$ cat config.mk
export PLATFORM = sky130hd
export DESIGN_NAME = prescaled_counter
export DESIGN_NICKNAME = d
export VERILOG_FILES = /design/src/rtl/prescaled_counter.sv
export SDC_FILE = /design/constraint.sdc
export NUM_CORES = 1
export LEC_CHECK = 0
export BUFFER_PORTS_ARGS = -buffer_cell sky130_fd_sc_hd__buf_2
export CORE_AREA = 2 2 39 41
export CTS_CLUSTER_DIAMETER = 40
export DETAILED_ROUTE_END_ITERATION = 12
export DIE_AREA = 0 0 41 43
export SLEW_MARGIN = 40
export SYNTH_ARGS = -nofsm -noshare
export SYNTH_HDL_FRONTEND = slang
export SYNTH_SLANG_ARGS = --single-unit
$ cat constraint.sdc
create_clock -name clock -period 3.2 [get_ports clock]
set_clock_uncertainty 0.05 [all_clocks]
set_input_delay 0.16 -clock clock [delete_from_list [all_inputs] [get_ports clock]]
set_output_delay 0.16 -clock clock [all_outputs]
set_load 0.02 [all_outputs]
$ cat src/rtl/prescaled_counter.sv
// prescaled_counter: up/down counter over 0..MAX, stepping once per DIV enabled cycles, wrap or saturate at the ends.
module prescaled_counter #(
    parameter int WIDTH = 4,
    parameter int MAX   = 2**WIDTH-1,
    parameter int DIV   = 1,
    parameter int SAT   = 0
) (
    input  logic             clock,
    input  logic             reset,
    input  logic             i_en,
    input  logic             i_up,
    input  logic             i_load,
    input  logic [WIDTH-1:0] i_data,
    output logic [WIDTH-1:0] o_count,
    output logic             o_tc
);
    if (WIDTH < 1 || MAX < 1 || MAX > 2**WIDTH-1 || DIV < 1) begin : g_bad_cfg
        $error("prescaled_counter: illegal WIDTH/MAX/DIV configuration");
    end
    localparam int PW = DIV > 1 ? $clog2(DIV) : 1;
    localparam logic [WIDTH-1:0] W_MAX = WIDTH'(MAX);
    localparam logic [PW-1:0] P_LAST = PW'(DIV-1);
    logic [PW-1:0]    r_pre;
    logic [WIDTH-1:0] r_count;
    logic             r_tc;
    logic             w_step;
    logic             w_bnd;
    logic [WIDTH-1:0] w_next;
    always_comb begin
        w_step = r_pre == P_LAST;
        w_bnd  = i_up ? r_count == W_MAX : r_count == '0;
        // at a boundary: saturate holds, wrap jumps to the opposite end
        w_next = w_bnd ? (SAT != 0 ? r_count : (i_up ? '0 : W_MAX))
                       : (i_up ? r_count + WIDTH'(1) : r_count - WIDTH'(1));
    end
    always_ff @(posedge clock) begin
        if (reset) begin
            r_count <= '0;
            r_pre   <= '0;
            r_tc    <= 1'b0;
        end else if (i_load) begin
            r_count <= i_data > W_MAX ? W_MAX : i_data;
            r_pre   <= '0;
            r_tc    <= 1'b0;
        end else if (i_en) begin
            r_pre   <= w_step ? '0 : r_pre + PW'(1);
            r_count <= w_step ? w_next : r_count;
            r_tc    <= w_step && w_bnd;
        end else begin
            r_tc    <= 1'b0;
        end
    end
    assign o_count = r_count;
    assign o_tc    = r_tc;
endmodule

==> Word-level counts from Yosys, hierarchy flattened <==
Index checks and enable logic that the tools add are counted.
{ "op_classes": {"order_cmp": 1, "mux": 9, "bitwise": 2, "addsub": 3, "n_eq_ne": 2, "reduce_logical": 6} }
{ "op_table": {"columns": ["operator", "count"], "rows": [
  ["4-bit two-way mux", 7],
  ["4-bit by 1-bit adder with 4-bit output, second input constant", 1],
  ["4-bit == test, second input constant", 1],
  ["4-bit > comparator, second input constant", 1],
  ["4-bit zero test", 1],
  ["4-bit by 1-bit subtractor with 4-bit output, second input constant", 1],
  ["3-bit OR reduction", 1],
  ["1-bit two-way mux", 2],
  ["2-bit != test, second input constant", 1],
  ["1-bit NOT", 2],
  ["2-bit AND reduction", 1],
  ["2-bit nonzero test", 1],
  ["2-bit OR reduction", 1],
  ["1-bit adder, second input constant", 1],
  ["1-bit logical AND", 1]
]} }
{ "word_totals": {"wordCells": 26, "output_inout_bits": 5, "regBits": 6, "input_bits": 9} }

==> Longest topological paths before layout <==
Gate-level depths: netlist of the first run.
{ "logic_depth": {"depth_word": 6, "mapped_depth": 6} }

==> Worst setup path after synthesis of the first run <==
No wires, ideal clock.
{ "synth_path": {"kind": "register to register", "start": "reg r_count[1] (netlist: o_count[1])", "end": "reg r_count[3] (netlist: o_count[3])", "t_required_ns": 3.032, "path_stages_with_launch": 6, "period_less_slack_ns": 1.453, "arrival_ns": 1.284, "setup_time_ns": 0.118, "slack_ns": 1.747, "cell_sequence": "dfxtp_1 -> ha_1 -> a21o_1 -> a21oi_2 -> xnor2_1 -> o21ai_1"} }
{ "synth_via": {"elab_chain_cells": 6, "word_cells_on_any_way": 10, "cone_classes": "add/sub: 2; eq/ne: 1; mux: 6; reduce/logical: 1"} }
{ "synth_lines": {"columns": ["item", "line", "rtl"], "rows": [
  ["start: declaration", "24", "logic [WIDTH-1:0] r_count;"],
  ["start signal: assignment", "42", "r_count <= i_data > W_MAX ? W_MAX : i_data;"],
  ["start signal: assignment", "47", "r_count <= w_step ? w_next : r_count;"],
  ["4-bit by 1-bit subtractor with 4-bit output (tied with other cells)", "34", ": (i_up ? r_count + WIDTH'(1) : r_count - WIDTH'(1));"],
  ["4-bit two-way mux / 1-bit two-way mux (equally long branches)", "34, 31", null],
  ["4-bit two-way mux (*)", "33", "w_next = w_bnd ? (SAT != 0 ? r_count : (i_up ? '0 : W_MAX))"],
  ["4-bit two-way mux (*)", "47", null],
  ["4-bit two-way mux (*)", "45", "end else if (i_en) begin"],
  ["4-bit two-way mux (*)", "41", "end else if (i_load) begin"]
]} }
Every way passes the cells marked *; elsewhere a longest branch is shown, timed or not. The select of a mux whose other input is x is not followed.
A chain may end at the register's enable or synchronous reset.

==> Worst setup path in the final report of the first run <==
{ "layout_path": {"start": "reg r_count[0] (netlist: o_count[0])", "end": "reg r_count[2] (netlist: o_count[2])"} }
The elaborated chain is that of the path after synthesis.

==> flow_summary.json, run 1 <==
{
  "status": "complete, no violations",
  "final-max-slew-violation-count": 0,
  "fp-row-count": 14,
  "clkSinkCount": 5,
  "timing.rr.start": "o_count[0]",
  "antenna-diode-count": 0,
  "worstPathMaxFanout": 6,
  "cap_violations": 0,
  "synth_seq_cells": 5,
  "fin_ws_ns": 1.84,
  "ys_warn_count": 0,
  "slew_headroom_pct": 82.5,
  "max_slew.worst_pin.slew_ns": 0.263,
  "drive_gt1_share_pct": 35.6,
  "ir_drop_mv": 0.117,
  "overflow": 0,
  "area_growth_pct": 28.5,
  "dp_slack_ns": 1.78,
  "vias": 344,
  "path_clk_slew_ns": 0.04,
  "ys_types": 22,
  "placed_area_um2": 442,
  "endpoint": "o_count[2]",
  "core_area_mm2": 0.00138,
  "pin_count": 14,
  "fp.dieH_um": 43,
  "max_stage_delay_ns": 0.42,
  "r2r_end": "o_count[2]",
  "cts_buffers": 3,
  "cts_setup_buffers": 0,
  "drt-initial-drc-count": 9,
  "first_pass_iters": 4,
  "multi_input_area_um2": 253,
  "synth-seq-area-share_pct": 27.5,
  "critPathKind": "reg -> reg",
  "totalWireLength_um": 750,
  "place_congestion": 0.728,
  "reg2reg_slack_ns": 1.84,
  "cts-root-buf": "clkbuf_4",
  "cp.required_ns": 3.31,
  "p_leak_uw": 0.000229,
  "finalSetupTns_ns": 0,
  "fin_util_pct": 33.8,
  "clock_path_buffers": 2,
  "holdWs_ns": 0.105,
  "rr_worst_depth": 4,
  "detail-route-antenna-nets": 0,
  "hold_class": "in -> reg",
  "hold_viol_final": 0,
  "cts_tree": "yes",
  "cp-start-kind": "flop",
  "clock.fmax_mhz": 733,
  "vias_per_cell": 4.59,
  "p_per_area_mw_per_mm2": 453,
  "cts_resized": 0,
  "netlist.area_leader.share_pct": 27.5,
  "hpwl_um": 599,
  "grt.total_usage_pct": 11.1,
  "portBuffers": 13,
  "initial_core_util_pct": 26.3,
  "setup_viol": 0,
  "nets": 72,
  "syn_inst": 43,
  "critPathLaunch": "o_count[0]",
  "clk_latency_ns": 0.25,
  "cp.arrival_ns": 1.47,
  "die_area_mm2": 0.00176,
  "grt_pass1_vias": 294,
  "cp-end-kind": "flop",
  "fin_area_um2": 468,
  "final_cell_mix": "buf_2, nor2_1, dfxtp_1, nand2_1, a21oi_1",
  "synth.net_count": 55,
  "hold_buffers": 0,
  "grt_max_degree": 10,
  "post-route-period-util_pct": 42.6,
  "critPathSlowestCell": "fa_1",
  "drc": 0,
  "antenna_found_initial": 0,
  "avgRoutedWirePerCell_um": 10.0,
  "synth.avg_cell_area_um2": 8.47,
  "yosys.area.top_type": "dfxtp_1",
  "fin_crit_ns": 1.36,
  "synth_area_leaders": "dfxtp_1, nor2_1, ha_1, a21oi_1, fa_1",
  "regArea_um2": 100,
  "crit_chain": "fa_1, xor2_1, nand2_1, a211oi_1",
  "syn-cell-area_um2": 364,
  "htreeDepth": 1,
  "final_common_cell": "buf_2",
  "rsz0062_at_grt": "false",
  "grt_pass1_wl_um": 1230,
  "fillers": 160,
  "die_w_um": 41
}
-- kinds of logic after synthesis --
family / synth area share, %
flops: 27.5
buf+inv: 3.09
compound gates: 18.9
simple gates: 28.5
xor+xnor: 9.62
fa+ha+maj: 12.4
-- state kept, by name (all words and copies together), names as in the netlist --
register,flops
o_tc,1
o_count,4
-- critical path, delay by kind of cell, from the launching register on --
kind	cells	cell delay, ns
DFF	1	0.37
adders and majority gates	1	0.42
and+or+nand+nor	1	0.07
xor gates and xnor gates	1	0.14
AOI/OAI and AO/OA	1	0.23
-- how the worst min path moves through the flow --
stage	end	from	cells after the start
6_report	o_tc	reset	2
3_3_place_gp	o_count[0]	i_data[0]	3
4_1_cts	o_tc	reset	2
5_1_grt	o_tc	reset	2
3_5_place_dp	o_tc	reset	2
2_1_floorplan	o_tc	reset	1
-- cell usage after synthesis --
master and n:
a211oi_2 1, xnor2_1 2, a211oi_1 2, nand2b_1 1
xor2_1 2, o21ai_1 1, fa_1 1, ha_1 2
buf_4 1, nand3_2 1, a21oi_2 1, nand2_1 4
nor3_1 2, nor2_1 7, a21o_1 1, dfxtp_1 5
nor3_2 1, a21oi_1 4, nor2b_1 1, inv_1 1
nand2b_4 1, and3_1 1
-- cell type report --
cell class	count	area share, %
well taps	16	4.28
clock buffers	4	5.61
inverters	1	0.802
multi-input cells	36	54.0
flip-flops and latches	5	21.4
repair buffers	13	13.9
-- metal layers --
metal  up-vias  global-route usage, %  part of all wire (%)
li1        181                      -                     -
met1       147                   11.3                    43
met2        12                   15.9                    47
met3         4                   7.85                   7.7
met4         0                   6.00                   2.3
met5         -                      0                     0
-- where the power goes --
part / internal, µW / leakage, µW / total (µW) / switching [µW]
combinational: 27.6 / 0.000173 / 60.3 / 32.7
sequential: 68.5 / 0.0000414 / 77.3 / 8.84
clock: 47.2 / 0.0000150 / 74.2 / 27.0
-- metrics by stage --
stage               std cells  total power (µW)
CTS                        75               215
global route               75               230
finish                     75               212
floorplan                  43               121
detailed placement         71               140
global placement           71               140
No activity file was read; power rests on OpenSTA's default activity.
==> run 2, diff against run 1 <==
--- a/config.mk
+++ b/config.mk
@@ -5,6 +5,7 @@
 export SDC_FILE = /design/constraint.sdc
 export NUM_CORES = 1
 export LEC_CHECK = 0
+export ABC_AREA = 1
 export BUFFER_PORTS_ARGS = -buffer_cell sky130_fd_sc_hd__buf_2
 export CORE_AREA = 2 2 39 41
 export CTS_CLUSTER_DIAMETER = 40
==> constraint.sdc (replaced) <==
create_clock -name clock -period 1.1 [get_ports clock]
set_clock_uncertainty 0.05 [all_clocks]
set_input_delay 0.055 -clock clock [delete_from_list [all_inputs] [get_ports clock]]
set_output_delay 0.055 -clock clock [all_outputs]
set_load 0.02 [all_outputs]
==> run 2 against run 1 <==
The flow now finishes with violations (negative setup slack). Final area rose by 25%. Critical endpoint is now o_count[3]. Combinational power rose to 3.9 times the previous value. Sequential power rose to 2.8 times the previous value. Routed wire length rose by 25%. Via count rose by 29%. Cell count rose by 28%. Fmax rose by 7.1%. Synthesized cell count rose by 21%. Sequential cell count did not move. Die area did not move. Area after synthesis fell by 0.34%. Largest cell class unchanged.
==> flow_summary.json, run 2 <==
{
  "status": "finished, violations left",
  "violations": "negative setup slack",
  "final_common_cell": "nand2_1",
  "post-route-period-util_pct": 116,
  "vias": 443,
  "grt.total_usage_pct": 14.2,
  "clock.fmax_mhz": 785,
  "dp.cells": 91,
  "cp.arrival_ns": 1.36,
  "fin_crit_ns": 1.27,
  "synth_ff_type": "dfxtp_1",
  "die_area_mm2": 0.00176,
  "max_slew.worst_pin.slew_ns": 0.199,
  "area_growth_pct": 60.7,
  "pin_count": 14,
  "antenna_found_initial": 0,
  "async_flop_share_pct": 0,
  "cts_buffers": 3,
  "synth.net_count": 64,
  "yosys.area.top_type": "dfxtp_1",
  "totalWireLength_um": 938,
  "instances_no_fill": 96,
  "worstPathMaxFanout": 2,
  "overflow": 0,
  "p_leak_uw": 0.000300,
  "grt_pass1_vias": 409,
  "synth_seq_cells": 5,
  "synth_edf_count": 0,
  "fp-row-count": 14,
  "fp.dieH_um": 43,
  "netlist.area_leader.share_pct": 27.6,
  "drc": 0,
  "slew_headroom_pct": 86.7,
  "die_w_um": 41,
  "core_area_mm2": 0.00138,
  "clock_path_buffers": 2,
  "fin_ws_ns": -0.173,
  "detail-route-antenna-nets": 0,
  "drive_gt1_share_pct": 45.0,
  "cts-root-buf": "clkbuf_4",
  "setup_viol": 3,
  "fin_util_pct": 42.1,
  "clk_latency_ns": 0.24,
  "htreeDepth": 1,
  "cp-start-kind": "flop",
  "final_cell_mix": "nand2_1, buf_2, buf_4, nor2_1",
  "initial_core_util_pct": 26.2,
  "synth.avg_cell_area_um2": 6.98,
  "final-max-slew-violation-count": 0,
  "cap_violations": 0,
  "hold_class": "in -> reg",
  "syn_inst": 52,
  "nets": 93,
  "path_clk_slew_ns": 0.05,
  "regArea_um2": 109,
  "vias_per_cell": 4.61,
  "ir_drop_mv": 0.407,
  "synth-seq-area-share_pct": 27.6,
  "p_per_area_mw_per_mm2": 1150,
  "drt-initial-drc-count": 7,
  "hpwl_um": 771,
  "cts_tree": "yes",
  "rsz0062_at_grt": "true",
  "cp.required_ns": 1.19,
  "hold_depth": 3,
  "cp-end-kind": "flop",
  "antenna-diode-count": 0,
  "synthTopCellsByCount": "nand2_1, nor2_1, dfxtp_1, inv_1, nand3_1",
  "multi_input_area_um2": 251,
  "synth_area_leaders": "dfxtp_1, nand2_1, ha_1, nor2_1, fa_1",
  "ys_warn_count": 0,
  "ys_types": 19,
  "portBuffers": 13,
  "avgRoutedWirePerCell_um": 9.77,
  "hold_viol_final": 0,
  "rr_worst_depth": 8,
  "synth.most_common_cell": "nand2_1",
  "first_pass_iters": 4,
  "grt_pass1_wl_um": 1640,
  "critPathKind": "reg -> reg",
  "syn-cell-area_um2": 363,
  "grt_max_degree": 8,
  "fillers": 150,
  "place_congestion": 0.712,
  "clkSinkCount": 5,
  "largest_reg_flops": 4
}
[run 2: changes by cell type in the layout (fill, tap and decap cells not counted), moves of 2 or more]
cell      change
inv_1         +3
a21oi_1       -2
buf_4        +10
inv_2         +2
a211oi_1      -2
nand2_1      +10
dfxtp_1       -3
nand3_1       +4
o221ai_1      +2
a31oi_1       +2
dfxtp_4       +2
nor3_1        -2
[run 2: area by class of cell]
type / count / area share (%)
clock buffers: 4 / 4.51
multi-input cells: 40 / 43.1
well taps: 16 / 3.43
inverters: 7 / 4.51
flip-flops and latches: 5 / 18.7
repair buffers: 24 / 25.8
[run 2: path summary, 6_finish.rpt]
path | start | to | slack, ns
setup / recovery | o_count[2] | o_count[3] | -0.17
hold / removal | i_en | o_tc | 0.04
setup reg to reg | o_count[2] | o_count[3] | -0.17
hold reg to reg | o_count[1] | o_count[1] | 0.54
[run 2: stage by stage]
step	worst slack, ns	area [µm²]	power [µW]	hold WS, ns	TNS [ns]
detailed placement	-0.163	547	453	0.188	-0.354
finish	-0.173	583	669	0.0448	-0.349
global route	-0.289	583	728	0.0564	-0.693
floorplan	-0.173	387	354	0.0674	-0.342
global placement	-0.146	547	448	0.185	-0.283
CTS	-0.176	583	681	0.0349	-0.353
[run 2: cells by family (layout without fill, tap and decap cells)]
logic type                 after synthesis  after routing  synth area share, %
adders and majority gates                3              3                 12.4
DFF                                      5              5                 27.6
and+or+nand+nor                         27             27                 33.1
AOI/OAI and AO/OA                        8              8                 14.8
xor gates and xnor gates                 2              2                 4.83
buffers and inverters                    7             35                 7.24
[run 2: repair_timing]
| action | in CTS | in global routing |
|---|---|---|
| pin swaps | 4 | 3 |
| hold buffers | 1 | 0 |
| gates resized for setup | 0 | 0 |
| hold endpoints to repair | 1 | 0 |
| buffers inserted | 0 | 0 |
| setup endpoints to repair | 4 | 4 |
[run 2: report_power, final]
group	switching (µW)	leakage [µW]	internal, µW
Combinational	119	0.000243	117
Clock	78.1	0.0000150	137
Sequential	18.7	0.0000428	199
Total	216	0.000300	453
[run 2: worst max-delay path: stages, from the launching register on]
cell and delay [ns]:
dfxtp_4 0.34, ha_4 0.23, or2_1 0.22, nand2_1 0.06
nand2_1 0.05, nand3_1 0.06, nand2_1 0.05, nand2_1 0.06
a21oi_2 0.05
[run 2: metal layers]
metal / wire length [µm] / share of wire, % / track usage, % / up-vias
met1: 419 / 45 / 16.9 / 201
met5: 0 / 0 / 0 / -
met3: 53 / 5.7 / 3.14 / 2
li1: - / - / - / 228
met2: 451 / 48 / 20.3 / 12
met4: 14 / 1.5 / 12.0 / 0
==> run 3, diff against run 2 <==
--- a/config.mk
+++ b/config.mk
@@ -5,7 +5,6 @@
 export SDC_FILE = /design/constraint.sdc
 export NUM_CORES = 1
 export LEC_CHECK = 0
-export ABC_AREA = 1
 export BUFFER_PORTS_ARGS = -buffer_cell sky130_fd_sc_hd__buf_2
 export CORE_AREA = 2 2 39 41
 export CTS_CLUSTER_DIAMETER = 40
==> run 3 against run 2 <==
The flow still finishes with violations (negative setup slack). First-iteration DRC count shrank 29%. Clock-buffer cell count is the same. Total power grew 9.9%. Sequential share of layout area shrank 1.4 points. Hold slack lost 0.020 ns. Largest cell class unchanged.
==> flow_summary.json, run 3 (synthesis results as in run 1) <==
{
  "final_cell_mix": "buf_2, nor2_1, buf_4, buf_6",
  "rr_worst_depth": 5,
  "grt_pass1_wl_um": 1650,
  "path_clk_slew_ns": 0.04,
  "fin_crit_ns": 1.26,
  "hold_depth": 3,
  "cts-root-buf": "clkbuf_4",
  "pwr-share-clk_pct": 31.0,
  "clk_latency_ns": 0.25,
  "post-route-period-util_pct": 114,
  "instances_no_fill": 86,
  "cp.arrival_ns": 1.37,
  "hold_class": "in -> reg",
  "final-max-slew-violation-count": 0,
  "comb_power_share_pct": 39.2,
  "hold_viol_final": 0,
  "setup_viol": 5,
  "fin_ws_ns": -0.157,
  "reg2reg_slack_ns": -0.16,
  "grt_pass1_vias": 397,
  "p_int_uw": 486,
  "slew_headroom_pct": 84.8,
  "critPathKind": "reg -> reg",
  "final_common_cell": "buf_2",
  "cts_tree": "yes",
  "p_seq_share_pct": 29.8,
  "totalWireLength_um": 1050,
  "core_area_mm2": 0.00138,
  "vias": 402,
  "switching_share_pct": 33.9,
  "grt.total_usage_pct": 14.4,
  "drive_gt1_share_pct": 60.0,
  "p_leak_uw": 0.000298,
  "htreeDepth": 1,
  "status": "finished, violations left",
  "die_w_um": 41,
  "fin_util_pct": 45.5,
  "p_sw_uw": 249,
  "clock.fmax_mhz": 795,
  "antenna-diode-count": 0,
  "drt-initial-drc-count": 5,
  "cp-start-kind": "flop",
  "cp-end-kind": "flop",
  "initial_core_util_pct": 26.3,
  "dp.cells": 79,
  "antenna_found_initial": 0,
  "top_layer_used": "met4",
  "wirelength_met1_um": 450,
  "worstPathMaxFanout": 3,
  "fp.dieH_um": 43,
  "first_pass_iters": 4,
  "cts_buffers": 3,
  "area_growth_pct": 72.9,
  "clock_path_buffers": 2,
  "largest_reg_flops": 4,
  "nets": 83,
  "cap_violations": 0,
  "pin_count": 14,
  "cp.required_ns": 1.21,
  "die_area_mm2": 0.00176,
  "fp-row-count": 14,
  "max_slew.worst_pin.slew_ns": 0.226,
  "dr_wl_met3_um": 35,
  "portBuffers": 13,
  "route.met2.wl_um": 536,
  "p_per_area_mw_per_mm2": 1170,
  "clkSinkCount": 5,
  "drc": 0,
  "detail-route-antenna-nets": 0,
  "hpwl_um": 762,
  "place_congestion": 0.702,
  "violations": "negative setup slack",
  "vias_per_cell": 4.67,
  "ir_drop_mv": 0.430,
  "rsz0062_at_grt": "true",
  "grt_max_degree": 7,
  "overflow": 0,
  "avgRoutedWirePerCell_um": 12.2
}
==> run 3: worst paths after layout <==
| kind | startpoint | to |
|---|---|---|
| worst max-delay path | o_count[1] | o_count[1] |
| worst min-delay path | i_data[0] | o_count[0] |
| worst max register to register | o_count[1] | o_count[1] |
| worst min register to register | o_count[3] | o_tc |
==> run 3: area by class of cell <==
| type | count | area (µm²) |
|---|---|---|
| fillers | 145 | 754 |
| well taps | 16 | 20.0 |
| clock buffers | 4 | 26.3 |
| flip-flops and latches | 5 | 109 |
| repair buffers | 24 | 168 |
| multi-input cells | 36 | 303 |
| inverters | 1 | 3.75 |
==> run 3: power by group through the flow <==
stage,clock (µW),combinational [µW],sequential (µW)
2_1_floorplan,0,111,247
3_3_place_gp,0,233,220
3_5_place_dp,0,238,222
4_1_cts,236,271,219
5_1_grt,242,317,222
6_report,228,288,219
==> run 3: per-layer routing <==
layer,up-vias,global-route usage (%)
li1,202,-
met1,186,17.6
met2,10,21.3
met3,4,3.14
met4,0,10.0
met5,-,0
==> run 3: what timing repair did <==
item | in CTS | in global routing
resized for setup | 7 | 5
hold endpoints to repair | 3 | 0
hold buffers | 1 | 0
endpoints found under the setup margin | 4 | 6
pin swaps | 11 | 6
setup buffers | 1 | 1
==> run 3: per-stage QoR <==
| step | cell area, µm² | setup WS, ns | total power [µW] | TNS [ns] | hold slack (ns) |
|---|---|---|---|---|---|
| 3_3_place_gp | 526 | -0.185 | 453 | -0.473 | 0.256 |
| 2_1_floorplan | 388 | -0.133 | 357 | -0.389 | 0.0677 |
| 3_5_place_dp | 526 | -0.188 | 461 | -0.514 | 0.258 |
| 4_1_cts | 599 | -0.197 | 726 | -0.655 | 0.0309 |
| 6_report | 629 | -0.157 | 735 | -0.570 | 0.0251 |
| 5_1_grt | 629 | -0.222 | 781 | -0.873 | 0.0625 |
==> run 3: critical path, cell delays in order, from the launching register on <==
cell      delay [ns]
dfxtp_4         0.36
buf_6           0.12
buf_6           0.11
nor3_4          0.19
a21oi_2         0.12
a211oi_2        0.23
